<file path="config.mk">
export PLATFORM = sky130hd
export DESIGN_NAME = systolic_result_deskew
export DESIGN_NICKNAME = d
export VERILOG_FILES = /design/src/rtl/systolic_result_deskew.sv
export SDC_FILE = /design/constraint.sdc
export NUM_CORES = 1
export LEC_CHECK = 0
export ABC_CLOCK_PERIOD_IN_PS = 19500
export CAP_MARGIN = 20
export CELL_PAD_IN_SITES_DETAIL_PLACEMENT = 2
export CELL_PAD_IN_SITES_GLOBAL_PLACEMENT = 2
export CORE_MARGIN = 1.5
export CORE_UTILIZATION = 40
export CTS_CLUSTER_SIZE = 10
export DETAILED_ROUTE_END_ITERATION = 7
export GPL_ROUTABILITY_DRIVEN = 0
export GPL_TIMING_DRIVEN = 0
export PLACE_DENSITY_LB_ADDON = 0.1
export SYNTH_ARGS = -nofsm -noshare
export SYNTH_HDL_FRONTEND = slang
export SYNTH_SLANG_ARGS = --single-unit
</file>
<file path="constraint.sdc">
create_clock -name clk -period 19.5 [get_ports clk]
set_input_delay 3.9 -clock clk [delete_from_list [all_inputs] [get_ports clk]]
set_output_delay 3.9 -clock clk [all_outputs]
set_load 0.005 [all_outputs]
</file>
<file path="src/rtl/systolic_result_deskew.sv">
// Re-aligns the skewed per-row partial sums of the systolic array into whole vectors
// and buffers them in a first-word-fall-through FIFO with a valid/ready output.
module systolic_result_deskew #(
  parameter int PARTIAL_SUM_BW = 19,
  parameter int NUM_PE_ROWS    = 8,
  parameter int FIFO_DEPTH     = 4
) (
  input  logic                                    clk,
  input  logic                                    rst,
  input  logic                                    flush,
  input  logic                                    in_valid,
  input  logic [NUM_PE_ROWS*PARTIAL_SUM_BW-1:0]   result,
  output logic                                    out_valid,
  input  logic                                    out_ready,
  output logic [NUM_PE_ROWS*PARTIAL_SUM_BW-1:0]   out_data,
  output logic [$clog2(FIFO_DEPTH+1)-1:0]         count,
  output logic                                    full,
  output logic                                    overflow
);

  localparam int BW   = PARTIAL_SUM_BW;
  localparam int N    = NUM_PE_ROWS;
  localparam int VW   = N * BW;
  localparam int PTRW = $clog2(FIFO_DEPTH);
  localparam int CNTW = $clog2(FIFO_DEPTH + 1);

  logic [N-2:0]      vld_q, vld_d;
  logic [VW-1:0]     alignedVec;
  logic              wvalid;
  logic              pop;
  logic              wrEn;

  logic [VW-1:0]     mem_q [FIFO_DEPTH];
  logic [PTRW-1:0]   wrPtr_q, wrPtr_d;
  logic [PTRW-1:0]   rdPtr_q, rdPtr_d;
  logic [CNTW-1:0]   count_q, count_d;
  logic              overflow_q, overflow_d;

  // Lane i is held back N-1-i cycles so every lane of a vector lines up with the last lane.
  for (genvar i = 0; i < N - 1; i++) begin : g_lane
    localparam int D = N - 1 - i;
    logic [BW-1:0] laneDly_q [D];

    always_ff @(posedge clk or posedge rst) begin
      if (rst) begin
        for (int k = 0; k < D; k++) laneDly_q[k] <= '0;
      end else begin
        laneDly_q[0] <= result[i*BW +: BW];
        for (int k = 1; k < D; k++) laneDly_q[k] <= laneDly_q[k-1];
      end
    end

    assign alignedVec[i*BW +: BW] = laneDly_q[D-1];
  end

  assign alignedVec[(N-1)*BW +: BW] = result[(N-1)*BW +: BW];

  assign wvalid    = vld_q[N-2];
  assign out_valid = (count_q != '0);
  assign full      = (count_q == CNTW'(FIFO_DEPTH));
  assign pop       = out_valid & out_ready;
  assign wrEn      = wvalid & (~full | pop);

  always_comb begin
    vld_d      = vld_q << 1;
    vld_d[0]   = in_valid;
    wrPtr_d    = wrPtr_q + PTRW'(wrEn);
    rdPtr_d    = rdPtr_q + PTRW'(pop);
    count_d    = count_q;
    overflow_d = overflow_q | (wvalid & full & ~pop);
    case ({wrEn, pop})
      2'b10:   count_d = count_q + 1'b1;
      2'b01:   count_d = count_q - 1'b1;
      default: count_d = count_q;
    endcase
    if (flush) begin
      vld_d      = '0;
      wrPtr_d    = '0;
      rdPtr_d    = '0;
      count_d    = '0;
      overflow_d = 1'b0;
    end
  end

  always_ff @(posedge clk or posedge rst) begin
    if (rst) begin
      vld_q      <= '0;
      wrPtr_q    <= '0;
      rdPtr_q    <= '0;
      count_q    <= '0;
      overflow_q <= 1'b0;
    end else begin
      vld_q      <= vld_d;
      wrPtr_q    <= wrPtr_d;
      rdPtr_q    <= rdPtr_d;
      count_q    <= count_d;
      overflow_q <= overflow_d;
    end
  end

  // Storage is never cleared; the output mask below hides stale entries while empty.
  always_ff @(posedge clk) begin
    if (wrEn && !flush) mem_q[wrPtr_q] <= alignedVec;
  end

  assign out_data = out_valid ? mem_q[rdPtr_q] : '0;
  assign count    = count_q;
  assign overflow = overflow_q;

endmodule

</file>
* Yosys cells after proc, flatten, opt, wreduce, memory -nomap -nowiden
Memory sizes are Yosys's and may differ from the RTL's.
Cells that the tools add are included.
Widths: inputs -> output; s select.
** Storage, ports and cells
- Flip-flop bits (word level) :: 547
- Memory bits (writable) :: 608
- Input bits :: 157
- Logic and storage cells :: 62
- Memories kept :: 1
** Cells by class
- Add/sub/neg operators :: 4
- Eq/ne operators :: 3
- Muxes and demuxes :: 9
- Bitwise logic cells :: 8
- Reduce and logical (&&, ||, !) cells :: 4
** Memories
- mem_q :: depth 4, width 152, rd ports 1, clocked after memory_dff 0, write ports 1, line 33 : logic [VW-1:0] mem_q [FIFO_DEPTH];
** Operators with widths (number)
- $mux 152 :: 1
- $mux 7 :: 1
- $pmux 3 s2 :: 1
- $reduce_bool 3->1 :: 2
- $add 2x1->2 :: 2
- $and 1x1->1 :: 4
- $mux 2 :: 2
- $add 3x1->3 const B :: 1
- $eq 3x3->1 const B :: 1
- $mux 1 :: 3
- $mux 3 :: 1
- $sub 3x1->3 const B :: 1
- $eq 2x1->1 const B :: 1
- $eq 2x2->1 const B :: 1
- $not 1->1 :: 2
- $or 1x1->1 :: 2
- $logic_and 1x1->1 :: 1
- $logic_not 1->1 :: 1

* Longest topological paths before layout
Gate-level depths: netlist of run 1.
- Depth in word-level cells :: 7
- Gate-level depth with buffers :: 9

* Worst setup path before layout of run 1
Ideal clock, no wire load.
- Path type :: in2reg
- Start :: input port out_ready
- End :: memory mem_q[2][0] (netlist name), enable pin
- Library setup time :: 1.039 ns
- Data arrival time :: 18.895 ns
- Data required time :: 18.461 ns
- Slack :: -0.434 ns
- Stages on the path :: 4
- Buffers on the path :: 1
- Cell sequence :: clkbuf_1 -> nor4b_1 -> nor2b_1 -> nor4bb_1
** On the way
- Longest elaborated chain between the ends :: 6
** Ends and longest elaborated chain
- from (decl) :: line 14 : input logic out_ready,
- $and 1x1->1 :: line 61 : assign pop = out_valid & out_ready;
- $or 1x1->1 :: line 62 : assign wrEn = wvalid & (~full | pop);
- $and 1x1->1 :: line 62
- $logic_and 1x1->1 :: line 103 : if (wrEn && !flush) mem_q[wrPtr_q] <= alignedVec;
- $mux 1 :: line 103
- $mux 1 (not written as such) :: line 103
- to (decl) :: line 33
Every way passes these cells.

* Worst setup path after layout of run 1
- Start :: register count_q[0] (netlist: count[0])
- End :: output port out_data[118]
** On the way
- Longest elaborated chain between the ends :: 2
** Ends and longest elaborated chain
- from (decl) :: line 36 : logic [CNTW-1:0] count_q, count_d;
- from (signal assigned) :: line 96 : count_q <= count_d;
- $reduce_bool 3->1 :: line 59 : assign out_valid = (count_q != '0);
- $mux 152 :: line 106 : assign out_data = out_valid ? mem_q[rdPtr_q] : '0;
- to (decl) :: line 15 : output logic [NUM_PE_ROWS*PARTIAL_SUM_BW-1:0] out_data,
Every way passes these cells.

==> impl_results.md, run 1 <==
- Max Freq: 133 MHz
- Largest net degree at the start of global routing: approximately 130
- Reg2reg setup slack: about 16000 ps
- Setup crit end kind: output pin
- RSZ-0062 raised after global routing: false
- Slowest stage cell, crit path: clkdlybuf4s50_1
- DR vias: between 15000 and 20000
- Worst hold path type: reg2reg
- Pins Over Slew Limit: 0
- Sw Share: 19.7%
- Max H-tree Level: 4
- CTS Hold Bufs: 0
- Worst r2r path cells: 9
- Post-Syn Nets: around 1700
- Total Routing Usage GR: 17.5%
- Antenna Nets Post-Route: 0
- Net Sw Power: 0.992 mW
- Worst-skew pair later-pin latency: ~700 ps
- Top Ports: approximately 320
- Commonest cells after routing, fill and taps aside: 608 x edfxtp_1, 547 x dfrtp_1, 313 x clkdlybuf4s50_1
- Critical path peak fanout: 10
- Clock skew: ~15 ps
- First-pass GRT wire length: 120000 µm
- Crit path time final: 7510 ps
- Num Clock Sinks: between 1000 and 1500
- PwrDens: 109 nW/µm²
- Vias in the first global route: ~19000
- Worst Setup EP: out_data[118]
- Yosys warns: 0
- CTS Buf Count: around 140
- Core Region: between 90000 and 100000 µm²
- Reg2reg start: count[2]
- Outcome: finished clean
- Comb power frac: between 1 and 1.5%
- Port buffer count: between 300 and 400
- Relative slew margins: a little under two fifths
- Drt drc: 0
- Grt ovf: 0
- Most common cell after layout, fill and taps aside: edfxtp_1
- Worst-margin pin slew: roughly 950 ps
- Pwr Total: 5.04 mW
- Nets@finish: about 2200
- Root Buffer: clkbuf_16
- Crit path cell chain: or3_1 > buf_2 > buf_2 > clkbuf_1 > and2_1 > clkdlybuf4s50_1
- CP startpoint: count[0]
- Hold path cells: 0
- Postcts setup bufs: 0
- Detail Placement HPWL: slightly below 50000 µm
- Antenna violations before repair: 8
- Final Hold Viols: 0
- Clock transition at path regs: ~60 ps
- Pre-Repair DR Iteration Count: 5
- WL per Instance: ~24 µm
- CP Data Arrival Time: about 3600 ps
- Fill count: a little under 8000
- Die area: around 94000 µm²
- Seq pwr share: 52.7%
- Die height: around 300 µm
- Yosys reg bits: 1155
- Max-Cap Viols: 0
- Post-CTS Resized: 0
- Distinct cell type count after synthesis: 33
- Synth Area per Inst: around 24 µm²
- Synthesized cell area: between 30000 and 40000 µm²
- Clock power frac: around 46%
- Initial Utilization: 40.3%
- Final Routed Wirelength: just under 80000 µm
- Final core occ: roughly 51%
- DR vias/cell: roughly 4.8
- Leakage: about 17 nW
- Count of final setup violators: 0
- Register area share after synthesis: between 80% and 90%
- Rows: ~110
- Worst flop-to-flop path endpoint: mem_q[2][73]
- Max IR drop VDD: between 0.07 and 0.08 mV
- CP max stage delay: ~600 ps
- Hold Slack: between 300 and 400 ps
- Layout cells sized above 1: 17.8%
- CTS max path bufs: 3
- Critical Path RT: ~16000 ps
- Tcrit/Tclk final: just under 40%
- Synth Instances: ~1600
- CP dominant cell by count: buf_2
- Kind of critical path: reg2out
- Area grow syn2layout: 25.2%
- Setup TNS Final: 0 ps
- Initial drt markers: between 900 and 1000
- Die width: 307 µm
- TritonCTS clock tree: built
- Internal power: around 4.0 mW
- Startpoint Class: register
[cells in the mapped netlist]
master,n,area share [%]
buf_2,19,0.26
mux4_2,152,9.3
xnor2_1,3,0.071
and2_1,153,2.6
a21oi_1,2,0.027
and3b_1,1,0.024
buf_4,1,0.020
and3_1,2,0.034
ha_1,2,0.068
xor2_1,1,0.024
nor2_1,5,0.051
nand3_1,4,0.054
and4b_1,1,0.027
or3_1,1,0.017
a32oi_1,1,0.024
nor2b_1,11,0.19
buf_1,2,0.020
a211oi_1,1,0.020
o2111ai_1,2,0.047
clkbuf_1,22,0.22
nor4b_1,2,0.047
or3b_2,1,0.024
nand2_1,2,0.020
edfxtp_1,608,49
a31oi_1,1,0.017
o22ai_1,1,0.017
or2_2,2,0.034
nor4bb_1,1,0.027
buf_6,10,0.30
fa_1,1,0.054
inv_1,3,0.030
clkbuf_2,1,0.014
dfrtp_1,547,37
[critical path, delay by kind of cell, from the launching register on]
kind | cells | cell delay (ps)
buffers and inverters | 4 | 1970
DFF | 1 | 550
and+or+nand+nor | 2 | 350
[per-stage QoR]
stage               std cells  setup slack [ps]  instance area, µm²
floorplan                1566               308               37000
global placement         3065             -7100               41600
detailed placement       3097             12590               42200
CTS                      3338             11830               46300
global route             3339             11760               46300
finish                   3339             11990               46300
[logic make-up (layout without fill, tap and decap cells)]
kind of cell,count (synthesis),in the layout,synth area share [%]
flops,1155,1155,86.4
compound gates,8,8,0.152
mux,152,152,9.26
simple gates,186,186,3.13
xor+xnor,4,4,0.0947
buf+inv,58,644,0.869
other cells,0,1,0
fa+ha+maj,3,3,0.122
[power groups by stage]
stage / sequential [mW] / combinational, mW / clock [mW]
final: 2.66 / 0.0651 / 2.32
after CTS: 2.66 / 0.0686 / 2.40
after global routing: 2.66 / 0.0728 / 2.48
after detailed placement: 2.70 / 0.0682 / 0
after global placement: 2.70 / 0.0634 / 0
after floorplan: 2.69 / 0.0196 / 0
[how the worst min path moves through the flow]
stage	startpoint	endpoint	slack (ps)
floorplan	g_lane[0].laneDly_q[19]	alignedVec[0]	330
global placement	g_lane[3].laneDly_q[29]	alignedVec[67]	330
detailed placement	g_lane[1].laneDly_q[26]	alignedVec[26]	340
CTS	g_lane[0].laneDly_q[106]	g_lane[0].laneDly_q[87]	330
global route	g_lane[0].laneDly_q[22]	alignedVec[3]	340
finish	g_lane[0].laneDly_q[106]	g_lane[0].laneDly_q[87]	340
[metal layers]
layer | GRT usage [%] | share of wire (%) | routed length, µm
met1 | 22.9 | 42 | 32900
met2 | 28.9 | 51 | 40200
met3 | 4.03 | 4.8 | 3770
met4 | 6.16 | 2.4 | 1910
met5 | 0 | 0.093 | 73
[sequential cells by signal, summed over array words and instances (netlist names)]
register	flops
count	3
g_lane.laneDly_q	418
mem_q	608
overflow	1
rdPtr_q	2
wrPtr_q	2
alignedVec	114
vld_q	7
[layout make-up]
cell class	count	area, µm²	share of cell area, %
well taps	1186	1480	3.20
flip-flops and latches	1155	31900	69.0
multi-input cells	353	4750	10.2
repair buffers	345	3730	8.06
plain buffers	55	310	0.670
inverters	3	18.8	0.0405
clock inverters	10	131	0.284
diodes	1	2.50	0.00540
clock buffers	231	3950	8.52
Power figures use the tool's default switching activity.
==> run 2: changes to the inputs <==
ABC_CLOCK_PERIOD_IN_PS = 6200   (was 19500)
clock period = 6.2 ns   (was 19.5 ns; I/O delays follow)
==> impl_results.md, run 2 (synthesis gave the netlist of run 1 again) <==
- WL per Instance: 23.1 µm (was 23.6 µm)
- Max-Cap Viols: 0 (unchanged)
- Setup TNS Final: 0 ps (unchanged)
- Total Routing Usage GR: 17.3% (was 17.5%)
- Leakage: 16.9 nW (was 16.8 nW)
- Outcome: finished clean (unchanged)
- Detail Placement HPWL: 49300 µm (was 48800 µm)
- Final Routed Wirelength: 77600 µm (was 78900 µm)
- Vias in the first global route: 18500 (was 18800)
- Layout cells sized above 1: 18.1% (was 17.8%)
- First-pass GRT wire length: 120000 µm (about the same)
- Final Hold Viols: 0 (unchanged)
- RSZ-0062 raised after global routing: false (unchanged)
- PwrDens: 339 nW/µm² (was 109 nW/µm²)
- Clock transition at path regs: 60 ps (about the same)
- Core Region: 91700 µm² (unchanged)
- Grt ovf: 0 (unchanged)
- Largest Register: mem_q (unchanged)
- Max Freq: 209 MHz
- Setup crit end kind: output pin (unchanged)
- Pre-Repair DR Iteration Count: 4 (was 5)
- Root Buffer: clkbuf_16 (unchanged)
- Nets@finish: 2221 (was 2209)
- Port buffer count: 313 (unchanged)
- Kind of critical path: reg2out (unchanged)
- Crit path cell chain: or3_1 > buf_2 > buf_2 > clkbuf_1 > and2_1 > clkdlybuf4s50_1 (unchanged)
- Largest register FFs: 608 (unchanged)
- DR vias: 16100 (was 16200)
- Diodes inserted: 0 (was 1)
- Worst path top cell family by delay: buffers and inverters (unchanged)
- Postcts setup bufs: 0 (unchanged)
- Die width: 307 µm (unchanged)
- Die height: 307 µm (unchanged)
- CP dominant cell by count: buf_2 (unchanged)
- Tcrit/Tclk final: between 70 and 80%
- Worst-skew pair later-pin latency: 720 ps (about the same)
- CP Data Arrival Time: 3550 ps (was 3610 ps)
- Slowest stage cell, crit path: clkdlybuf4s50_1 (unchanged)
- Largest net degree at the start of global routing: 45 (was 133)
- Startpoint Class: register (unchanged)
- Hold Slack: 333 ps (was 339 ps)
- Initial Utilization: 40.3% (unchanged)
- Antenna Nets Post-Route: 0 (unchanged)
- CTS max path bufs: 3 (unchanged)
- Critical path peak fanout: 10 (unchanged)
- Worst hold path type: reg2reg (unchanged)
- Relative slew margins: 41.6% (was 36.9%)
- Most common cell after layout, fill and taps aside: edfxtp_1 (unchanged)
- Die area: 94300 µm² (unchanged)
- TritonCTS clock tree: built (unchanged)
- CP Buf/Inv Count: 4 (unchanged)
- Pins Over Slew Limit: 0 (unchanged)
- Crit path time final: around 4800 ps
- Critical Path RT: 4960 ps (was 15600 ps)
- Rows: 111 (unchanged)
- Worst-margin pin slew: 876 ps (was 946 ps)
- Drt drc: 0 (unchanged)
- Count of final setup violators: 0 (unchanged)
- Clock skew: 24.7 ps (was 15.4 ps)
- Antenna violations before repair: 8 (unchanged)
- Post-CTS Resized: 0 (unchanged)
- CTS Buf Count: 136 (unchanged)
- Top Ports: 315 (unchanged)
- Area grow syn2layout: 25.7% (was 25.2%)
- Max IR drop VDD: 0.243 mV (was 0.0730 mV)
- Max H-tree Level: 4 (unchanged)
- Num Clock Sinks: 1155 (unchanged)
- Initial drt markers: 863 (was 931)
- CP max stage delay: 600 ps (about the same)
- CTS Hold Bufs: 0 (unchanged)
- DR vias/cell: 4.81 (was 4.84)
- Commonest cells after routing, fill and taps aside: 608 x edfxtp_1, 547 x dfrtp_1, 313 x clkdlybuf4s50_1 (unchanged)
## run 2: cell count changes in the layout (fill, tap and decap cells not counted), moves of 2 or more
cell and delta:
buf_12 +17, clkbuf_1 +6, clkbuf_8 -6, buf_16 -5, clkbuf_16 +2
## run 2: per-stage QoR
stage	total power [mW]	util [%]	instances	area [µm²]	setup WS [ps]
2_1_floorplan	8.54	-	1566	37000	-2480
3_3_place_gp	8.70	45.4	3065	41700	-6480
3_5_place_dp	8.74	46.3	3109	42500	1830
4_1_cts	16.0	50.7	3354	46500	1120
5_1_grt	16.4	50.7	3354	46500	1130
6_report	15.8	50.7	3354	46500	1410
## run 2: metal layers
layer | global-route usage, % | share of wire, % | wire length, µm
met5 | 0 | 0.085 | 66
met4 | 5.13 | 2.0 | 1590
met3 | 3.94 | 4.6 | 3570
met2 | 28.4 | 51 | 39500
met1 | 23.2 | 42 | 33000
## run 2: layout make-up
| class | instances | area, µm² |
|---|---|---|
| buffer | 55 | 332 |
| clock buffer | 233 | 3920 |
| clock inverter | 12 | 115 |
| fill | 7803 | 45200 |
| inverter | 3 | 15.0 |
| multi-input combinational | 353 | 4760 |
| sequential | 1155 | 31900 |
| tap | 1186 | 1480 |
| timing repair buffer | 357 | 3930 |
## run 2: final timing paths
check	startpoint	to	slack, ps	depth (start not counted)
max	count[0]	out_data[120]	1410	6
min	g_lane[1].laneDly_q[105]	g_lane[1].laneDly_q[86]	330	0
max reg2reg	vld_q[6]	mem_q[1][66]	3100	7
min reg2reg	g_lane[1].laneDly_q[105]	g_lane[1].laneDly_q[86]	330	0
max in group asynchronous	rst	g_lane[5].laneDly_q[22]	3720	7
min in group asynchronous	rst	g_lane[2].laneDly_q[38]	900	2
## run 2: report_power, final
part           total [mW]  leakage, nW  switching, mW  internal (mW)
clock network        7.20         1.93           2.92           4.28
registers            8.36         11.9         0.0822           8.27
logic               0.223         3.08          0.109          0.114
==> run 3: changes to the inputs <==
ABC_CLOCK_PERIOD_IN_PS = 3900   (was 6200)
clock period = 3.9 ns   (was 6.2 ns; I/O delays follow)
==> impl_results.md, run 3 (synthesis gave the netlist of run 1 again) <==
- Vias in the first global route: 18700 (was 18500)
- Slowest stage cell, crit path: clkdlybuf4s50_1 (unchanged)
- Antenna violations before repair: 6 (was 8)
- Setup crit end kind: output pin (unchanged)
- Crit path cell chain: buf_6 > buf_8 > buf_6 > mux4_2 > and2_1 > clkdlybuf4s50_1 (was or3_1 > buf_2 > buf_2 > clkbuf_1 > and2_1 > clkdlybuf4s50_1)
- CTS Buf Count: 135 (was 136)
- Commonest cells after routing, fill and taps aside: 608 x edfxtp_1, 545 x dfrtp_1, 312 x clkdlybuf4s50_1 (was 608 x edfxtp_1, 547 x dfrtp_1, 313 x clkdlybuf4s50_1)
- Num Clock Sinks: 1155 (unchanged)
- First-pass GRT wire length: 120000 µm (about the same)
- Max-Cap Viols: 0 (unchanged)
- Die area: 94300 µm² (unchanged)
- Antenna Nets Post-Route: 0 (unchanged)
- Largest Register: mem_q (unchanged)
- Met1 usage: 22.6% (was 23.2%)
- Worst hold endpoint: g_lane[0].laneDly_q[25] (was g_lane[1].laneDly_q[86])
- DR vias: 16100 (about the same)
- Die width: 307 µm (unchanged)
- Initial drt markers: 798 (was 863)
- Hold Slack: 334 ps (was 333 ps)
- Die height: 307 µm (unchanged)
- Largest register FFs: 608 (unchanged)
- Max H-tree Level: 4 (unchanged)
- Global routing's busiest layer: met2 (unchanged)
- Pre-Repair DR Iteration Count: 4 (unchanged)
- Total Routing Usage GR: 17.4% (was 17.3%)
- Critical Path RT: 3120 ps (was 4960 ps)
- CTS max path bufs: 3 (unchanged)
- TritonCTS clock tree: built (unchanged)
- Drt drc: 0 (unchanged)
- Largest net degree at the start of global routing: 43 (was 45)
- Nets@finish: 2222 (was 2221)
- CP max stage delay: 540 ps (was 600 ps)
- Reg2reg setup slack: 1140 ps (was 3100 ps)
- Final Hold Viols: 0 (unchanged)
- Worst-margin pin slew: 594 ps (was 876 ps)
- Worst flop-to-flop path endpoint: mem_q[2][64] (was mem_q[1][66])
- Rows: 111 (unchanged)
- Max IR drop VDD: 0.393 mV (was 0.243 mV)
- Critical path peak fanout: 10 (unchanged)
- Worst r2r path cells: 8 (was 7)
- Final Routed Wirelength: 78500 µm (was 77600 µm)
- Pins Over Slew Limit: 0 (unchanged)
- Final std cells w/o fill: 3354 (unchanged)
- Layout cells sized above 1: 18.9% (was 18.1%)
- Core Region: 91700 µm² (unchanged)
- Most common cell after layout, fill and taps aside: edfxtp_1 (unchanged)
- Clock skew: 19.6 ps (was 24.7 ps)
- Kind of critical path: reg2out (unchanged)
- Clock transition at path regs: 60 ps (about the same)
- Startpoint Class: register (unchanged)
- RSZ-0062 raised after global routing: false (unchanged)
- Root Buffer: clkbuf_16 (unchanged)
- Diodes inserted: 0 (unchanged)
- Postcts setup bufs: 0 (unchanged)
- CP startpoint: rdPtr_q[0] (was count[0])
- Dpl cells: 3111 (was 3109)
- Outcome: finished clean (unchanged)
- Relative slew margins: 60.4% (was 41.6%)
- Worst-skew pair later-pin latency: 720 ps (about the same)
- Crit path time final: ~3700 ps
- GR Util met3: 4.27% (was 3.94%)
- Initial Utilization: 40.3% (unchanged)
- Hold path cells: 0 (unchanged)
- Leakage: 16.9 nW (about the same)
- Max Freq: between 200 and 300 MHz
- CP Data Arrival Time: 2960 ps (was 3550 ps)
- Count of final setup violators: 0 (unchanged)
- DR vias/cell: 4.79 (was 4.81)
- Area grow syn2layout: 25.8% (was 25.7%)
- Worst hold path type: reg2reg (unchanged)
- Port buffer count: 313 (unchanged)
- Hold Crit Start: g_lane[0].laneDly_q[44] (was g_lane[1].laneDly_q[105])
- Top Ports: 315 (unchanged)
- Grt ovf: 0 (unchanged)
- WL per Instance: 23.4 µm (was 23.1 µm)
- PwrDens: 536 nW/µm² (was 339 nW/µm²)
- CTS Hold Bufs: 0 (unchanged)
- CP dominant cell by count: buf_6 (was buf_2)
- Detail Placement HPWL: 49800 µm (was 49300 µm)
- Reg2reg start: vld_q[6] (unchanged)
- Tcrit/Tclk final: between 90% and 100%
- GR Util met2: 28.6% (was 28.4%)
[run 3: cell count changes in the layout (fill, tap and decap cells not counted), moves of 3 or more]
cell,delta
buf_2,-7
clkbuf_16,-4
clkbuf_4,+4
clkbuf_2,+15
buf_4,+3
clkbuf_1,-11
[run 3: metal layers]
layer  routed length [µm]  part of all wire, %  vias up
li1                     -                    -     6904
met5                   37                0.047        -
met1                32900                   42     8659
met3                 4000                  5.1      131
met4                 2130                  2.7        6
met2                39300                   50      376
[run 3: per-stage QoR]
step                      cell area (µm²)  utilization (%)  total power, mW  setup slack (ps)  setup TNS [ps]
after floorplan                     37000                -             13.6             -4320        -2761650
after global placement              41700             45.5             13.8             -8320        -6678570
after detailed placement            42500             46.4             13.9              81.8               0
after CTS                           46500             50.7             25.4              5.09               0
after global routing                46500             50.8             25.9             0.610               0
final                               46500             50.8             25.0               163               0
[run 3: final cells by class]
type / count / area (µm²)
buffer: 55 / 387
clock buffer: 233 / 3830
clock inverter: 10 / 114
fill: 7847 / 45100
inverter: 3 / 15.0
multi-input combinational: 353 / 4760
sequential: 1155 / 31900
tap: 1186 / 1480
timing repair buffer: 359 / 3990
[run 3: worst max-delay path: cells and delay by family, from the launching register on]
| kind | cells | cell delay, ps |
|---|---|---|
| buffers and inverters | 4 | 1180 |
| multiplexers | 1 | 510 |
| flip-flops | 1 | 370 |
| AND/OR/NAND/NOR | 1 | 170 |
[run 3: timing repair]
action | 4_1_cts | 5_1_grt
setup endpoints to repair | 152 | 56
hold endpoints to repair | 0 | 0
cloned | 0 | 0
gates resized for setup | 15 | 28
[run 3: where the power goes]
group | internal [mW] | switching, mW
sequential | 13.2 | 0.130
clock | 6.65 | 4.66
combinational | 0.183 | 0.176
[run 3: how the worst max path moves through the flow]
stage	to	slack, ps	depth (start not counted)
2_1_floorplan	alignedVec[0]	-4320	1
3_3_place_gp	alignedVec[108]	-8320	2
3_5_place_dp	out_data[113]	80	6
4_1_cts	out_data[31]	5	5
5_1_grt	out_data[47]	0.6	5
6_report	out_data[117]	160	6
